<file path="config.mk">
export PLATFORM = sky130hd
export DESIGN_NAME = xbar_cfg_arbiter
export DESIGN_NICKNAME = d
export VERILOG_FILES = /design/src/rtl/xbar_cfg_arb_pkg.sv /design/src/rtl/xbar_cfg_rr2.sv /design/src/rtl/xbar_cfg_arbiter.sv
export SDC_FILE = /design/constraint.sdc
export NUM_CORES = 1
export LEC_CHECK = 0
export BUFFER_PORTS_ARGS = -buffer_cell sky130_fd_sc_hd__buf_4
export CAP_MARGIN = 20
export CORE_ASPECT_RATIO = 0.8
export CORE_MARGIN = 2
export CORE_UTILIZATION = 30
export DETAILED_ROUTE_END_ITERATION = 6
export PLACE_DENSITY = 0.58
export SYNTH_ARGS = -nofsm -noshare
export SYNTH_HDL_FRONTEND = slang
export SYNTH_SLANG_ARGS = --single-unit
export TNS_END_PERCENT = 10
</file>
<file path="constraint.sdc">
create_clock -name i_clk -period 6.25 [get_ports i_clk]
set_input_delay 0.3125 -clock i_clk [delete_from_list [all_inputs] [get_ports i_clk]]
set_output_delay 0.3125 -clock i_clk [all_outputs]
set_load 0.01 [all_outputs]
</file>
<file path="src/rtl/xbar_cfg_arb_pkg.sv">
// ---------------------------------------------------------------------------
// xbar_cfg_arb_pkg
//   Shared types and defaults for the crossbar configuration arbiter.
//   - state_t     : two-state transaction FSM (IDLE / RESP)
//   - REQ_SPI/WB  : requester ids; also the grant-vector bit positions
//   - DEF_*       : default sizing (3 crossbars, 8-bit select registers)
//   Optional feature macro used by the arbiter: XBAR_CFG_ARB_READBACK_EN.
// ---------------------------------------------------------------------------
package xbar_cfg_arb_pkg;

  typedef enum logic {
    S_IDLE = 1'b0,
    S_RESP = 1'b1
  } state_t;

  localparam logic REQ_SPI = 1'b0;
  localparam logic REQ_WB  = 1'b1;

  localparam int DEF_NUM_XBARS = 3;
  localparam int DEF_CFG_W     = 8;
  localparam int DEF_ADDR_W    = 2;

  // Id of the requester that is not 'id'; used for the round-robin flip.
  function automatic logic other_req(input logic id);
    return ~id;
  endfunction

endpackage

</file>
<file path="src/rtl/xbar_cfg_rr2.sv">
// ---------------------------------------------------------------------------
// xbar_cfg_rr2
//   Two-requester round-robin arbiter. The pointer names the requester that
//   wins a tie; after every accepted grant it moves to the other requester.
//   Ports:
//     i_clk, i_rst_n  clock, async active-low reset (pointer -> REQ_SPI)
//     i_val[1:0]      request valid, bit REQ_SPI / REQ_WB
//     i_accept        grant was taken this cycle (val & rdy at the top)
//     o_gnt[1:0]      one-hot grant, zero when nobody is requesting
//     o_gnt_id        id of the granted requester (meaningful when o_gnt!=0)
// ---------------------------------------------------------------------------
module xbar_cfg_rr2
  import xbar_cfg_arb_pkg::*;
(
  input  logic       i_clk,
  input  logic       i_rst_n,
  input  logic [1:0] i_val,
  input  logic       i_accept,
  output logic [1:0] o_gnt,
  output logic       o_gnt_id
);

  logic r_ptr;
  logic w_gnt_id;

  // Pointer holder wins if it is requesting, otherwise the other side.
  always_comb begin
    w_gnt_id = i_val[r_ptr] ? r_ptr : other_req(r_ptr);
    o_gnt    = '0;
    if (i_val[w_gnt_id]) o_gnt[w_gnt_id] = 1'b1;
  end

  assign o_gnt_id = w_gnt_id;

  always_ff @(posedge i_clk or negedge i_rst_n) begin
    if (!i_rst_n)      r_ptr <= REQ_SPI;
    else if (i_accept) r_ptr <= other_req(w_gnt_id);
  end

endmodule

</file>
<file path="src/rtl/xbar_cfg_arbiter.sv">
// ---------------------------------------------------------------------------
// xbar_cfg_arbiter
//   Shares the crossbar select register file between the SPI adapter and the
//   Wishbone slave. One transaction in flight at a time; the response is
//   returned on the port that issued it. Pad override inputs are
//   double-flopped and, when high, reject writes to that crossbar.
//   Optional feature: define XBAR_CFG_ARB_READBACK_EN to let reads return
//   the register value; without it reads complete with data 0, err 0.
//   Ports:
//     i_clk, i_rst_n                   clock, async active-low reset
//     i_spi_req_* / o_spi_req_rdy      SPI request (val, wen, addr, data)
//     o_spi_resp_* / i_spi_resp_rdy    SPI response (val, data, err)
//     i_wb_req_*  / o_wb_req_rdy       Wishbone request
//     o_wb_resp_* / i_wb_resp_rdy      Wishbone response
//     i_xbar_override[NUM_XBARS]       asynchronous pad override
//     o_xbar_cfg[NUM_XBARS*CFG_W]      registers, xbar i at [i*CFG_W +: CFG_W]
//     o_xbar_cfg_upd[NUM_XBARS]        one-cycle pulse per written register
// ---------------------------------------------------------------------------
module xbar_cfg_arbiter
  import xbar_cfg_arb_pkg::*;
#(
  parameter int NUM_XBARS = DEF_NUM_XBARS,
  parameter int CFG_W     = DEF_CFG_W,
  parameter int ADDR_W    = DEF_ADDR_W
) (
  input  logic                       i_clk,
  input  logic                       i_rst_n,
  input  logic                       i_spi_req_val,
  output logic                       o_spi_req_rdy,
  input  logic                       i_spi_req_wen,
  input  logic [ADDR_W-1:0]          i_spi_req_addr,
  input  logic [CFG_W-1:0]           i_spi_req_data,
  output logic                       o_spi_resp_val,
  input  logic                       i_spi_resp_rdy,
  output logic [CFG_W-1:0]           o_spi_resp_data,
  output logic                       o_spi_resp_err,
  input  logic                       i_wb_req_val,
  output logic                       o_wb_req_rdy,
  input  logic                       i_wb_req_wen,
  input  logic [ADDR_W-1:0]          i_wb_req_addr,
  input  logic [CFG_W-1:0]           i_wb_req_data,
  output logic                       o_wb_resp_val,
  input  logic                       i_wb_resp_rdy,
  output logic [CFG_W-1:0]           o_wb_resp_data,
  output logic                       o_wb_resp_err,
  input  logic [NUM_XBARS-1:0]       i_xbar_override,
  output logic [NUM_XBARS*CFG_W-1:0] o_xbar_cfg,
  output logic [NUM_XBARS-1:0]       o_xbar_cfg_upd
);

  // One extra bit so the range check stays correct when 2**ADDR_W == NUM_XBARS.
  localparam int AX_W = ADDR_W + 1;

  state_t                           r_state, w_state_nxt;
  logic                             r_owner;
  logic [CFG_W-1:0]                 r_resp_data;
  logic                             r_resp_err;
  logic [NUM_XBARS-1:0][CFG_W-1:0]  r_cfg;
  logic [NUM_XBARS-1:0]             r_upd;
  logic [NUM_XBARS-1:0]             r_ovr_s1, r_ovr_s2;

  logic [1:0]                       w_val, w_gnt;
  logic                             w_gnt_id;
  logic                             w_spi_req_rdy, w_wb_req_rdy;
  logic                             w_acc;
  logic                             w_resp_val, w_resp_rdy, w_resp_hs;
  logic                             w_wen;
  logic [ADDR_W-1:0]                w_addr;
  logic [CFG_W-1:0]                 w_wdata;
  logic                             w_addr_ok;
  logic [NUM_XBARS-1:0]             w_sel;
  logic                             w_ovr_sel;
  logic                             w_wr_ok;
  logic [NUM_XBARS-1:0]             w_upd_nxt;
  logic [CFG_W-1:0]                 w_rd_data;
  logic [CFG_W-1:0]                 w_resp_data_nxt;
  logic                             w_resp_err_nxt;

  // ---- override synchronizer -------------------------------------------
  always_ff @(posedge i_clk or negedge i_rst_n) begin
    if (!i_rst_n) begin
      r_ovr_s1 <= '0;
      r_ovr_s2 <= '0;
    end else begin
      r_ovr_s1 <= i_xbar_override;
      r_ovr_s2 <= r_ovr_s1;
    end
  end

  // ---- arbitration -----------------------------------------------------
  assign w_val[REQ_SPI] = i_spi_req_val;
  assign w_val[REQ_WB]  = i_wb_req_val;

  xbar_cfg_rr2 u_rr2 (
    .i_clk    (i_clk),
    .i_rst_n  (i_rst_n),
    .i_val    (w_val),
    .i_accept (w_acc),
    .o_gnt    (w_gnt),
    .o_gnt_id (w_gnt_id)
  );

  // ---- FSM: state register ---------------------------------------------
  always_ff @(posedge i_clk or negedge i_rst_n) begin
    if (!i_rst_n) r_state <= S_IDLE;
    else          r_state <= w_state_nxt;
  end

  // ---- FSM: next state -------------------------------------------------
  always_comb begin
    w_state_nxt = r_state;
    case (r_state)
      S_IDLE:  if (w_acc)     w_state_nxt = S_RESP;
      S_RESP:  if (w_resp_hs) w_state_nxt = S_IDLE;
      default:                w_state_nxt = S_IDLE;
    endcase
  end

  // ---- FSM: outputs ----------------------------------------------------
  always_comb begin
    w_spi_req_rdy = 1'b0;
    w_wb_req_rdy  = 1'b0;
    w_resp_val    = 1'b0;
    case (r_state)
      S_IDLE: begin
        w_spi_req_rdy = w_gnt[REQ_SPI];
        w_wb_req_rdy  = w_gnt[REQ_WB];
      end
      S_RESP:  w_resp_val = 1'b1;
      default: ;
    endcase
  end

  assign w_acc      = (w_spi_req_rdy & i_spi_req_val) | (w_wb_req_rdy & i_wb_req_val);
  assign w_resp_rdy = (r_owner == REQ_WB) ? i_wb_resp_rdy : i_spi_resp_rdy;
  assign w_resp_hs  = w_resp_val & w_resp_rdy;

  assign o_spi_req_rdy   = w_spi_req_rdy;
  assign o_wb_req_rdy    = w_wb_req_rdy;
  assign o_spi_resp_val  = w_resp_val & (r_owner == REQ_SPI);
  assign o_wb_resp_val   = w_resp_val & (r_owner == REQ_WB);
  assign o_spi_resp_data = (r_owner == REQ_SPI) ? r_resp_data : '0;
  assign o_wb_resp_data  = (r_owner == REQ_WB)  ? r_resp_data : '0;
  assign o_spi_resp_err  = (r_owner == REQ_SPI) & r_resp_err;
  assign o_wb_resp_err   = (r_owner == REQ_WB)  & r_resp_err;

  // ---- request decode --------------------------------------------------
  assign w_wen   = (w_gnt_id == REQ_WB) ? i_wb_req_wen  : i_spi_req_wen;
  assign w_addr  = (w_gnt_id == REQ_WB) ? i_wb_req_addr : i_spi_req_addr;
  assign w_wdata = (w_gnt_id == REQ_WB) ? i_wb_req_data : i_spi_req_data;

  assign w_addr_ok = {1'b0, w_addr} < AX_W'(NUM_XBARS);

  // One-hot register select; stays zero for out-of-range addresses.
  always_comb begin
    w_sel     = '0;
    w_ovr_sel = 1'b0;
    for (int i = 0; i < NUM_XBARS; i++) begin
      if (w_addr == ADDR_W'(i)) begin
        w_sel[i]  = 1'b1;
        w_ovr_sel = r_ovr_s2[i];
      end
    end
  end

`ifdef XBAR_CFG_ARB_READBACK_EN
  always_comb begin
    w_rd_data = '0;
    for (int i = 0; i < NUM_XBARS; i++)
      if (w_sel[i]) w_rd_data = r_cfg[i];
  end
`else
  assign w_rd_data = '0;
`endif

  assign w_wr_ok         = w_wen & w_addr_ok & ~w_ovr_sel;
  assign w_upd_nxt       = (w_acc & w_wr_ok) ? w_sel : '0;
  assign w_resp_err_nxt  = ~w_addr_ok | (w_wen & w_ovr_sel);
  // Writes and rejected accesses always answer with zero data.
  assign w_resp_data_nxt = (~w_wen & w_addr_ok) ? w_rd_data : '0;

  // ---- register file and response capture ------------------------------
  always_ff @(posedge i_clk or negedge i_rst_n) begin
    if (!i_rst_n) begin
      r_cfg       <= '0;
      r_upd       <= '0;
      r_owner     <= REQ_SPI;
      r_resp_data <= '0;
      r_resp_err  <= 1'b0;
    end else begin
      r_upd <= w_upd_nxt;
      for (int i = 0; i < NUM_XBARS; i++)
        if (w_upd_nxt[i]) r_cfg[i] <= w_wdata;
      if (w_acc) begin
        r_owner     <= w_gnt_id;
        r_resp_data <= w_resp_data_nxt;
        r_resp_err  <= w_resp_err_nxt;
      end
    end
  end

  assign o_xbar_cfg     = r_cfg;
  assign o_xbar_cfg_upd = r_upd;

endmodule
</file>
==> results by group, run 1 <==
Routing
  • Vias/cell: 4.06
  • WL/cell: 13.2 um
  • Antenna Nets Post-Route: 0
  • Via count: 1,093
  • DR DRC count: 0
  • Total Wirelength: 3.54 mm
  • DRT iter0 DRCs: 34
  • First-pass iteration count of the detailed router: 2

Power and ir drop
  • Comb power frac: 0.445
  • NetSw: 0.000320 W
  • Share of power burned in registers: 0.392
  • Maximum vdd drop: 0.000183 V
  • Power share of the clock group: 0.164
  • PD cells: 430 nW/um^2
  • P_int: 0.000676 W
  • Pleak: 1.20 nW
  • Sw frac: 0.322

Critical path
  • Worst Path Arrival: 2670 ps
  • Worst reg2reg setup slack: 3750 ps
  • WS Path Type: flop to flop
  • Critical path required time: 6420 ps
  • Worst setup EP type: flop
  • FF-to-FF Start: u_rr2.r_ptr
  • R2r worst-path depth: 5
  • Worst Path Max Fanout: 15
  • Reg2Reg Capture Point: o_xbar_cfg[3]
  • Startpoint types: flop

Global route
  • Largest net degree at the start of global routing: 38
  • Remaining Overflow, GRT: 0
  • Initial antenna violation count: 0
  • GRT Overall Usage: 0.118
  • Number of global-route vias before repair: 1,043
  • First-pass GRT wire length: 5.55 mm

CTS
  • Skew-Pair Late Insertion Delay: 280 ps
  • Clk sinks: 37
  • H-Tree Depth: 2
  • TritonCTS buffer count: 5
  • Root Driver: clkbuf_8
  • CTS max path bufs: 2
  • Worst-path clk slew: 70 ps
  • CTS tree: yes

Yosys
  • Syn_area_per_cell: 14.0 sq um
  • Synth Warn #: 0
  • Synthesized area: 1740 sq um
  • Area share of the largest cell type after synthesis: 0.533
  • Area leader, netlist: dfrtp_1
  • Distinct cells, synth: 26
  • Post-Syn Instances: 124
  • Flops & latches, synth: 37
  • Register area share after synthesis: 0.533
  • Synth area leaders: dfrtp_1, mux2_2, mux2_4

Finish
  • Layout fillers: 553
  • Inserted Diodes: 0
  • Final net count: 222
  • Area grow syn2layout: 33.4%
  • Share of layout cells above drive strength 1: 0.560
  • Fin area: 2320 sq um
  • Fin cells: 269

Place
  • Inst Count DP: 261
  • PortBufs: 63
  • Half-perimeter wire length after placement: 2.56 mm
  • DP Area: 2220 sq um
  • Routability Congestion: 0.676
  • Pre-CTS setup slack: 3690 ps

Timing
  • Worst Setup Slack, final: 3750 ps
  • Worst Skew: 3.34 ps
  • Final hold violations: 0
  • RSZ-0062 raised after global routing: no
  • Rel. slew slack: 0.500
  • Max Slew Vio Count: 0
  • Tmin final: 2500 ps
  • Worst hold margin: 140 ps
  • Period utilization: 0.401
  • Setup TNS: 0 ps
  • Max frequency: 0.399 GHz
  • # setup viols final: 0
  • Worst slew pin tran: 744 ps

Floorplan
  • Ports: 80
  • Total core area: 5530 sq um
  • Row cnt: 24
  • Full die area: 6420 sq um
  • Initial Utilization: 0.314
  • Die Ht: 72.1 um
  • Die width: 89.1 um

Job
  • MaxCap Viol Count: 0

Min path
  • Hold crit path type: input pin to flop
  • Hold path startpoint: i_xbar_override[0]
  • Hold Path Depth: 1
  • Hold Path Sink: r_ovr_s1[0]

Outcome
  • Status: finished, final reports clean
-- kinds of logic after synthesis --
group	count (synthesis)	share of synthesized area
muxes	40	0.277
DFF	37	0.533
buffers and inverters	24	0.0929
and+or+nand+nor	14	0.0569
AOI/OAI and AO/OA	8	0.0382
other	1	0.00216
-- per-layer routing --
layer,global-route usage,vias to the layer above,routed length [um]
li1,-,530,-
met1,0.180,489,1710
met2,0.129,70,1200
met3,0.0739,4,591
met4,0.0448,0,38
met5,0,-,0
-- power by group through the flow --
stage	registers [W]	logic, W	clock network [W]
6_report	0.000390	0.000443	0.000163
5_1_grt	0.000404	0.000485	0.000181
4_1_cts	0.000390	0.000450	0.000170
3_5_place_dp	0.000390	0.000450	0
3_3_place_gp	0.000394	0.000443	0
2_1_floorplan	0.000421	0.000215	0
-- cell usage after synthesis --
| master | instances |
|---|---|
| dfrtp_1 | 37 |
| mux2_2 | 24 |
| buf_4 | 17 |
| mux2_4 | 10 |
| mux2i_1 | 6 |
| inv_1 | 5 |
| nand2_1 | 3 |
| a21o_1 | 2 |
| nand3_1 | 2 |
| nor2b_1 | 2 |
| a21oi_1 | 1 |
| and2_1 | 1 |
| buf_6 | 1 |
| clkbuf_1 | 1 |
| conb_1 | 1 |
| nand2b_1 | 1 |
| nand2b_2 | 1 |
| nor2_1 | 1 |
| nor4_4 | 1 |
| o21ai_0 | 1 |
| o21ai_4 | 1 |
| o21bai_1 | 1 |
| o221ai_1 | 1 |
| o31a_1 | 1 |
| or4_1 | 1 |
| or4_4 | 1 |
-- layout by cell type (no fill, tap or decap), types with 2 or more instances in the layout --
master | netlist | layout
buf_4 | 17 | 63
dfrtp_1 | 37 | 37
mux2_2 | 24 | 24
conb_1 | 1 | 16
mux2_4 | 10 | 10
mux2i_1 | 6 | 6
clkbuf_8 | 0 | 6
inv_1 | 5 | 5
nand2_1 | 3 | 3
nand3_1 | 2 | 2
a21o_1 | 2 | 2
nor2b_1 | 2 | 2
-- critical path, stage by stage (launching register included) --
cell and delay, ps:
dfrtp_1 360, inv_1 80, o21ai_4 470, mux2_4 370, nor4_4 700, mux2_2 410
-- registers in the layout (all words and copies together) (netlist names) --
register	cells
r_state	1
u_rr2.r_ptr	1
r_owner	1
o_xbar_cfg_upd	3
r_ovr_s2	3
r_ovr_s1	3
r_resp_err	1
o_xbar_cfg	24
-- stage by stage --
step / utilization / total power (W)
5_1_grt: 0.419 / 0.00107
6_report: 0.419 / 0.000996
4_1_cts: 0.419 / 0.00101
3_3_place_gp: 0.402 / 0.000837
3_5_place_dp: 0.402 / 0.000840
2_1_floorplan: - / 0.000636
-- how the worst max path moves through the flow --
stage,start,to,slack [ps],cells past startpoint
after floorplan,u_rr2.r_ptr,o_xbar_cfg[10],4160,6
after global placement,i_wb_req_val,o_xbar_cfg[3],3690,5
after detailed placement,i_wb_req_val,o_xbar_cfg[3],3690,5
after CTS,u_rr2.r_ptr,o_xbar_cfg[3],3740,5
after global routing,u_rr2.r_ptr,o_xbar_cfg[5],3620,5
final,u_rr2.r_ptr,o_xbar_cfg[3],3750,5
-- area by class of cell --
| type | instances | area [sq um] | share of cell area |
|---|---|---|---|
| Timing Repair Buffer | 64 | 483 | 0.208 |
| Tap cell | 78 | 97.6 | 0.0421 |
| Sequential cell | 37 | 926 | 0.400 |
| Inverter | 5 | 18.8 | 0.00810 |
| Clock buffer | 7 | 86.3 | 0.0373 |
| Multi-Input combinational cell | 78 | 706 | 0.305 |
-- what timing repair did --
action	CTS	global route
buffers inserted	0	0
hold endpoints to repair	7	0
resized for setup	0	0
hold buffers	1	0
No activity file was read; power rests on OpenSTA's default activity.
==> run 2: changes to the inputs <==
==> constraint.sdc (replaced) <==
create_clock -name i_clk -period 2.4 [get_ports i_clk]
set_input_delay 0.12 -clock i_clk [delete_from_list [all_inputs] [get_ports i_clk]]
set_output_delay 0.12 -clock i_clk [all_outputs]
set_load 0.01 [all_outputs]
==> results by group, run 2 (synthesis gave the netlist of run 1 again) <==
Global route
  • Largest net degree at the start of global routing: 38 (unchanged)
  • Number of global-route vias before repair: 1,104 (+5.8%)
  • Remaining Overflow, GRT: 0 (unchanged)
  • First-pass GRT wire length: 5.66 mm (+2.1%)
  • GRT Overall Usage: 0.119 (+0.000564)
  • Initial antenna violation count: 0 (unchanged)

CTS
  • Resize count post-CTS: 0 (unchanged)
  • Worst-path clk slew: 70 ps (about the same)
  • CTS tree: yes
  • CTS max path bufs: 2 (unchanged)
  • Clk sinks: 37 (unchanged)
  • Skew-Pair Late Insertion Delay: 280 ps (about the same)
  • H-Tree Depth: 2 (unchanged)
  • TritonCTS buffer count: 5 (unchanged)
  • Root Driver: clkbuf_8

Critical path
  • Startpoint types: flop
  • Worst setup EP type: flop
  • Delay of the slowest critical-path stage: 700 ps (about the same)
  • Worst Path Max Fanout: 9 (-6)
  • Worst Path Arrival: 2390 ps (-280 ps)
  • Critical Path, Cell by Cell: nand2b_2 > o21ai_4 > mux2_4 > or4_1 > mux2_2
  • Slowest stage cell on the critical path: or4_1
  • WS Path Type: flop to flop
  • Critical path required time: 2560 ps (-3860 ps)

Routing
  • DR DRC count: 0 (unchanged)
  • Via count: 1,128 (+3.2%)
  • Total Wirelength: 3.54 mm (about the same)
  • Antenna Nets Post-Route: 0 (unchanged)
  • First-pass iteration count of the detailed router: 2 (unchanged)
  • Vias/cell: 4.09 (+0.58%)
  • WL/cell: 12.8 um (-2.5%)
  • DRT iter0 DRCs: 46 (+35%)

Floorplan
  • Die width: 89.1 um (unchanged)
  • Ports: 80 (unchanged)
  • Full die area: 6420 sq um (unchanged)
  • Initial Utilization: 0.314 (unchanged)
  • Die Ht: 72.1 um (unchanged)
  • Total core area: 5530 sq um (unchanged)
  • Row cnt: 24 (unchanged)

Min path
  • Hold crit path type: input pin to flop

Place
  • Half-perimeter wire length after placement: 2.69 mm (+5.2%)
  • PortBufs: 63 (unchanged)
  • Routability Congestion: 0.687 (+1.6%)

Finish
  • Final net count: 230 (+3.6%)
  • Area of the multi-input gates: 706 sq um (unchanged)
  • Layout fillers: 538 (-2.7%)
  • Most frequent cells in the layout: buf_4, dfrtp_1, mux2_2
  • Reg area: 926 sq um (unchanged)
  • Share of layout cells above drive strength 1: 0.566 (+0.00545)
  • Inserted Diodes: 0 (unchanged)
  • Commonest non-fill, non-tap cell in the layout: buf_4
  • Max FFs per register: 24 (unchanged)
  • Area grow syn2layout: 36.6%

Outcome
  • Status: finished, final reports clean

Timing
  • Rel. slew slack: 0.661 (+0.161)
  • Final hold violations: 0 (unchanged)
  • Max frequency: 0.448 GHz (+12%)
  • Worst Skew: 3.05 ps (-0.284 ps)
  • Period utilization: 0.930 (+0.529)
  • # setup viols final: 0 (unchanged)
  • RSZ-0062 raised after global routing: no
  • Max Slew Vio Count: 0 (unchanged)
  • Worst slew pin tran: 507 ps (-237 ps)
  • Tmin final: 2230 ps (-273 ps)
  • Setup TNS: 0 ps (unchanged)

Job
  • MaxCap Viol Count: 0 (unchanged)

Power and ir drop
  • PD cells: 1090 nW/um^2 (+150%)
  • Pleak: 1.23 nW (+2.8%)
  • Power Total: 0.00258 W (+160%)
  • Maximum vdd drop: 0.000488 V (+170%)
## run 2: cell count changes in the layout (fill, tap and decap cells not counted), sizes merged
cell,previous run,this run
dlygate4sd3,1,4
clkinv,0,1
clkbuf,7,5
buf,63,68
## run 2: final timing paths
kind	from	endpoint	slack, ps	cells after the start
hold reg to reg	r_ovr_s1[0]	r_ovr_s2[0]	350	0
min in group asynchronous	i_rst_n	r_ovr_s1[2]	330	2
setup reg to reg	u_rr2.r_ptr	o_xbar_cfg[16]	170	5
hold / removal	i_wb_resp_rdy	r_state	70	2
setup / recovery	u_rr2.r_ptr	o_xbar_cfg[16]	170	5
max in group asynchronous	i_rst_n	o_xbar_cfg[5]	1740	2
## run 2: through the flow
| stage | cell area, sq um | hold WS [ps] | cells | utilization | setup slack (ps) |
|---|---|---|---|---|---|
| 2_1_floorplan | 1790 | -176 | 139 | - | 310 |
| 3_3_place_gp | 2260 | 111 | 266 | 0.409 | 209 |
| 3_5_place_dp | 2260 | 112 | 266 | 0.409 | 159 |
| 4_1_cts | 2370 | 66.8 | 276 | 0.429 | 144 |
| 5_1_grt | 2370 | 59.3 | 276 | 0.429 | 70.0 |
| 6_report | 2370 | 67.4 | 276 | 0.429 | 169 |
## run 2: power breakdown
part	switching (W)	leakage [nW]	internal [W]
Combinational	0.000494	0.732	0.000691
Sequential	0.000141	0.459	0.000868
Clock	0.000196	0.0399	0.000191
## run 2: final cells by class
class | instances | area share
tap | 78 | 0.0411
timing repair buffer | 72 | 0.232
sequential | 37 | 0.390
multi-input combinational | 78 | 0.297
clock buffer | 5 | 0.0290
inverter | 5 | 0.00791
clock inverter | 1 | 0.00211
## run 2: worst max-delay path, delay by kind of cell, from the launching register on
| kind | cells | cell delay [ps] |
|---|---|---|
| flops | 1 | 390 |
| mux | 2 | 710 |
| compound gates | 1 | 120 |
| simple gates | 2 | 910 |
## run 2: routing by layer
layer / global-route usage / vias up / wire length [um]
li1: - / 541 / -
met1: 0.180 / 514 / 1750
met2: 0.139 / 69 / 1250
met3: 0.0694 / 4 / 505
met4: 0.0348 / 0 / 33
met5: 0 / - / 0
## run 2: repair_timing
item	CTS	global route
hold endpoints to repair	40	0
hold buffers	4	0
setup buffers	0	0
==> run 3: changes to the inputs <==
--- a/config.mk
+++ b/config.mk
@@ -11,7 +11,7 @@
 export CORE_MARGIN = 2
 export CORE_UTILIZATION = 30
 export DETAILED_ROUTE_END_ITERATION = 6
-export PLACE_DENSITY = 0.58
+export PLACE_DENSITY = 0.55
 export SYNTH_ARGS = -nofsm -noshare
 export SYNTH_HDL_FRONTEND = slang
 export SYNTH_SLANG_ARGS = --single-unit
==> results by group, run 3 (synthesis gave the netlist of run 1 again) <==
Place
  • Routability Congestion: 0.695 (+1.2%)
  • Half-perimeter wire length after placement: 2.84 mm (+5.7%)
  • PortBufs: 63 (unchanged)

Critical path
  • R2r worst-path depth: 5 (unchanged)
  • Critical Path, Cell by Cell: nand2b_2 > o21ai_4 > mux2_4 > or4_1 > mux2_2
  • Critical path required time: 2570 ps (about the same)
  • Delay of the slowest critical-path stage: 700 ps (about the same)
  • Worst reg2reg setup slack: 160 ps (about the same)
  • Worst path bufs/invs: 0 (unchanged)
  • Worst setup EP type: flop
  • WS Path Type: flop to flop
  • Slowest stage cell on the critical path: or4_1
  • Worst Path Max Fanout: 9 (unchanged)
  • Worst Path Arrival: 2410 ps (+20 ps)
  • Levels on crit path: 5 (unchanged)
  • Largest delay share family, worst path: simple AND/OR/NAND/NOR gates
  • FF-to-FF Start: u_rr2.r_ptr
  • Startpoint types: flop
  • Reg2Reg Capture Point: o_xbar_cfg[19]

Timing
  • Period utilization: 0.932 (+0.00250)
  • Worst Skew: 3.36 ps (+0.310 ps)
  • Setup TNS: 0 ps (unchanged)
  • Worst hold margin: 65.9 ps (-1.47 ps)
  • RSZ-0062 raised after global routing: no
  • Final hold violations: 0 (unchanged)
  • Max Slew Vio Count: 0 (unchanged)
  • # setup viols final: 0 (unchanged)
  • Max frequency: 0.447 GHz (-0.27%)
  • Tmin final: 2240 ps (+6.00 ps)

Finish
  • Final net count: 229 (-0.43%)
  • Area grow syn2layout: 38.6%
  • Final core occ: 0.436 (+0.00634)
  • Max FFs per register: 24 (unchanged)
  • Commonest non-fill, non-tap cell in the layout: buf_4
  • Most frequent cells in the layout: buf_4, dfrtp_1, mux2_2
  • Reg area: 926 sq um (unchanged)
  • Inserted Diodes: 0 (unchanged)
  • Share of layout cells above drive strength 1: 0.563 (-0.00284)
  • Layout fillers: 540 (+0.37%)
  • Area of the multi-input gates: 706 sq um (unchanged)

Floorplan
  • Die Ht: 72.1 um (unchanged)
  • Initial Utilization: 0.314 (unchanged)
  • Row cnt: 24 (unchanged)
  • Total core area: 5530 sq um (unchanged)
  • Ports: 80 (unchanged)
  • Full die area: 6420 sq um (unchanged)
  • Die width: 89.1 um (unchanged)

Min path
  • Hold crit path type: input pin to flop
  • Hold Path Depth: 2 (unchanged)
  • Hold Path Sink: r_state
  • Hold path startpoint: i_wb_resp_rdy

Routing
  • DR DRC count: 0 (unchanged)
  • DRT iter0 DRCs: 17 (-63%)
  • WL/cell: 13.6 um (+6.2%)
  • Vias/cell: 4.13 (+1.1%)
  • Via count: 1,144 (+1.4%)
  • Antenna Nets Post-Route: 0 (unchanged)
  • First-pass iteration count of the detailed router: 4 (+2)
  • Total Wirelength: 3.77 mm (+6.6%)

CTS
  • Worst-path clk slew: 70 ps (about the same)
  • TritonCTS buffer count: 5 (unchanged)
  • # Post-CTS Setup Buffers: 0 (unchanged)
  • CTS max path bufs: 2 (unchanged)
  • Skew-Pair Late Insertion Delay: 290 ps (about the same)
  • Clk sinks: 37 (unchanged)
  • H-Tree Depth: 2 (unchanged)
  • Root Driver: clkbuf_8
  • CTS tree: yes

Outcome
  • Status: finished, final reports clean

Global route
  • Number of global-route vias before repair: 1,293 (+17%)
  • Initial antenna violation count: 0 (unchanged)
  • GRT Overall Usage: 0.126 (+0.00757)
  • First-pass GRT wire length: 6.15 mm (+8.7%)
  • Largest net degree at the start of global routing: 38 (unchanged)
  • Remaining Overflow, GRT: 0 (unchanged)

Power and ir drop
  • Pleak: 1.24 nW (+1.1%)
  • Maximum vdd drop: 0.000497 V (+1.7%)
  • PD cells: 1150 nW/um^2 (+5.7%)

Job
  • MaxCap Viol Count: 0 (unchanged)
-- run 3: cell types whose count changed in the layout (fill, tap and decap cells not counted), sizes merged --
| cell | change |
|---|---|
| clkbuf | +2 |
| buf | -1 |
| bufinv | +1 |
| clkinv | -1 |
-- run 3: what timing repair did --
item / CTS / global route
endpoints found under the hold margin: 40 / 0
resized for setup: 0 / 0
hold buffers: 4 / 0
-- run 3: area by class of cell --
type,count,area share
multi-input cells,78,0.293
inverters,5,0.00780
well taps,78,0.0405
flip-flops and latches,37,0.385
clock inverters,1,0.0125
clock buffers,7,0.0359
repair buffers,71,0.226
-- run 3: where the power goes --
group          switching, W  leakage (nW)  internal (W)
sequential         0.000148         0.459      0.000867
clock              0.000225        0.0585      0.000339
combinational      0.000500         0.727      0.000690
total              0.000873          1.24       0.00190
-- run 3: how the worst max path moves through the flow --
stage / from / end / slack, ps
after global routing: u_rr2.r_ptr / o_xbar_cfg[21] / 70
after CTS: u_rr2.r_ptr / o_xbar_cfg[22] / 140
after floorplan: u_rr2.r_ptr / o_xbar_cfg[10] / 310
final: u_rr2.r_ptr / o_xbar_cfg[19] / 160
after global placement: u_rr2.r_ptr / o_xbar_cfg[23] / 200
after detailed placement: u_rr2.r_ptr / o_xbar_cfg[22] / 150
-- run 3: per-stage QoR --
step	area, sq um	cells	setup WS [ps]	power (W)
after floorplan	1790	139	310	0.00166
after global placement	2250	265	201	0.00220
after detailed placement	2250	265	149	0.00223
after CTS	2410	277	141	0.00281
after global routing	2410	277	73.8	0.00295
final	2410	277	163	0.00277
-- run 3: worst reg2reg max path, cell delays in order, from the launching register on --
cell      delay [ps]
dfrtp_1          390
nand2b_2         210
o21ai_4          130
mux2_4           350
or4_1            700
mux2_2           350
-- run 3: layer usage --
| layer | track usage | part of all wire |
|---|---|---|
| met1 | 0.158 | 0.43 |
| met2 | 0.202 | 0.46 |
| met3 | 0.0535 | 0.098 |
| met4 | 0.0348 | 0.0095 |
| met5 | 0 | 0 |
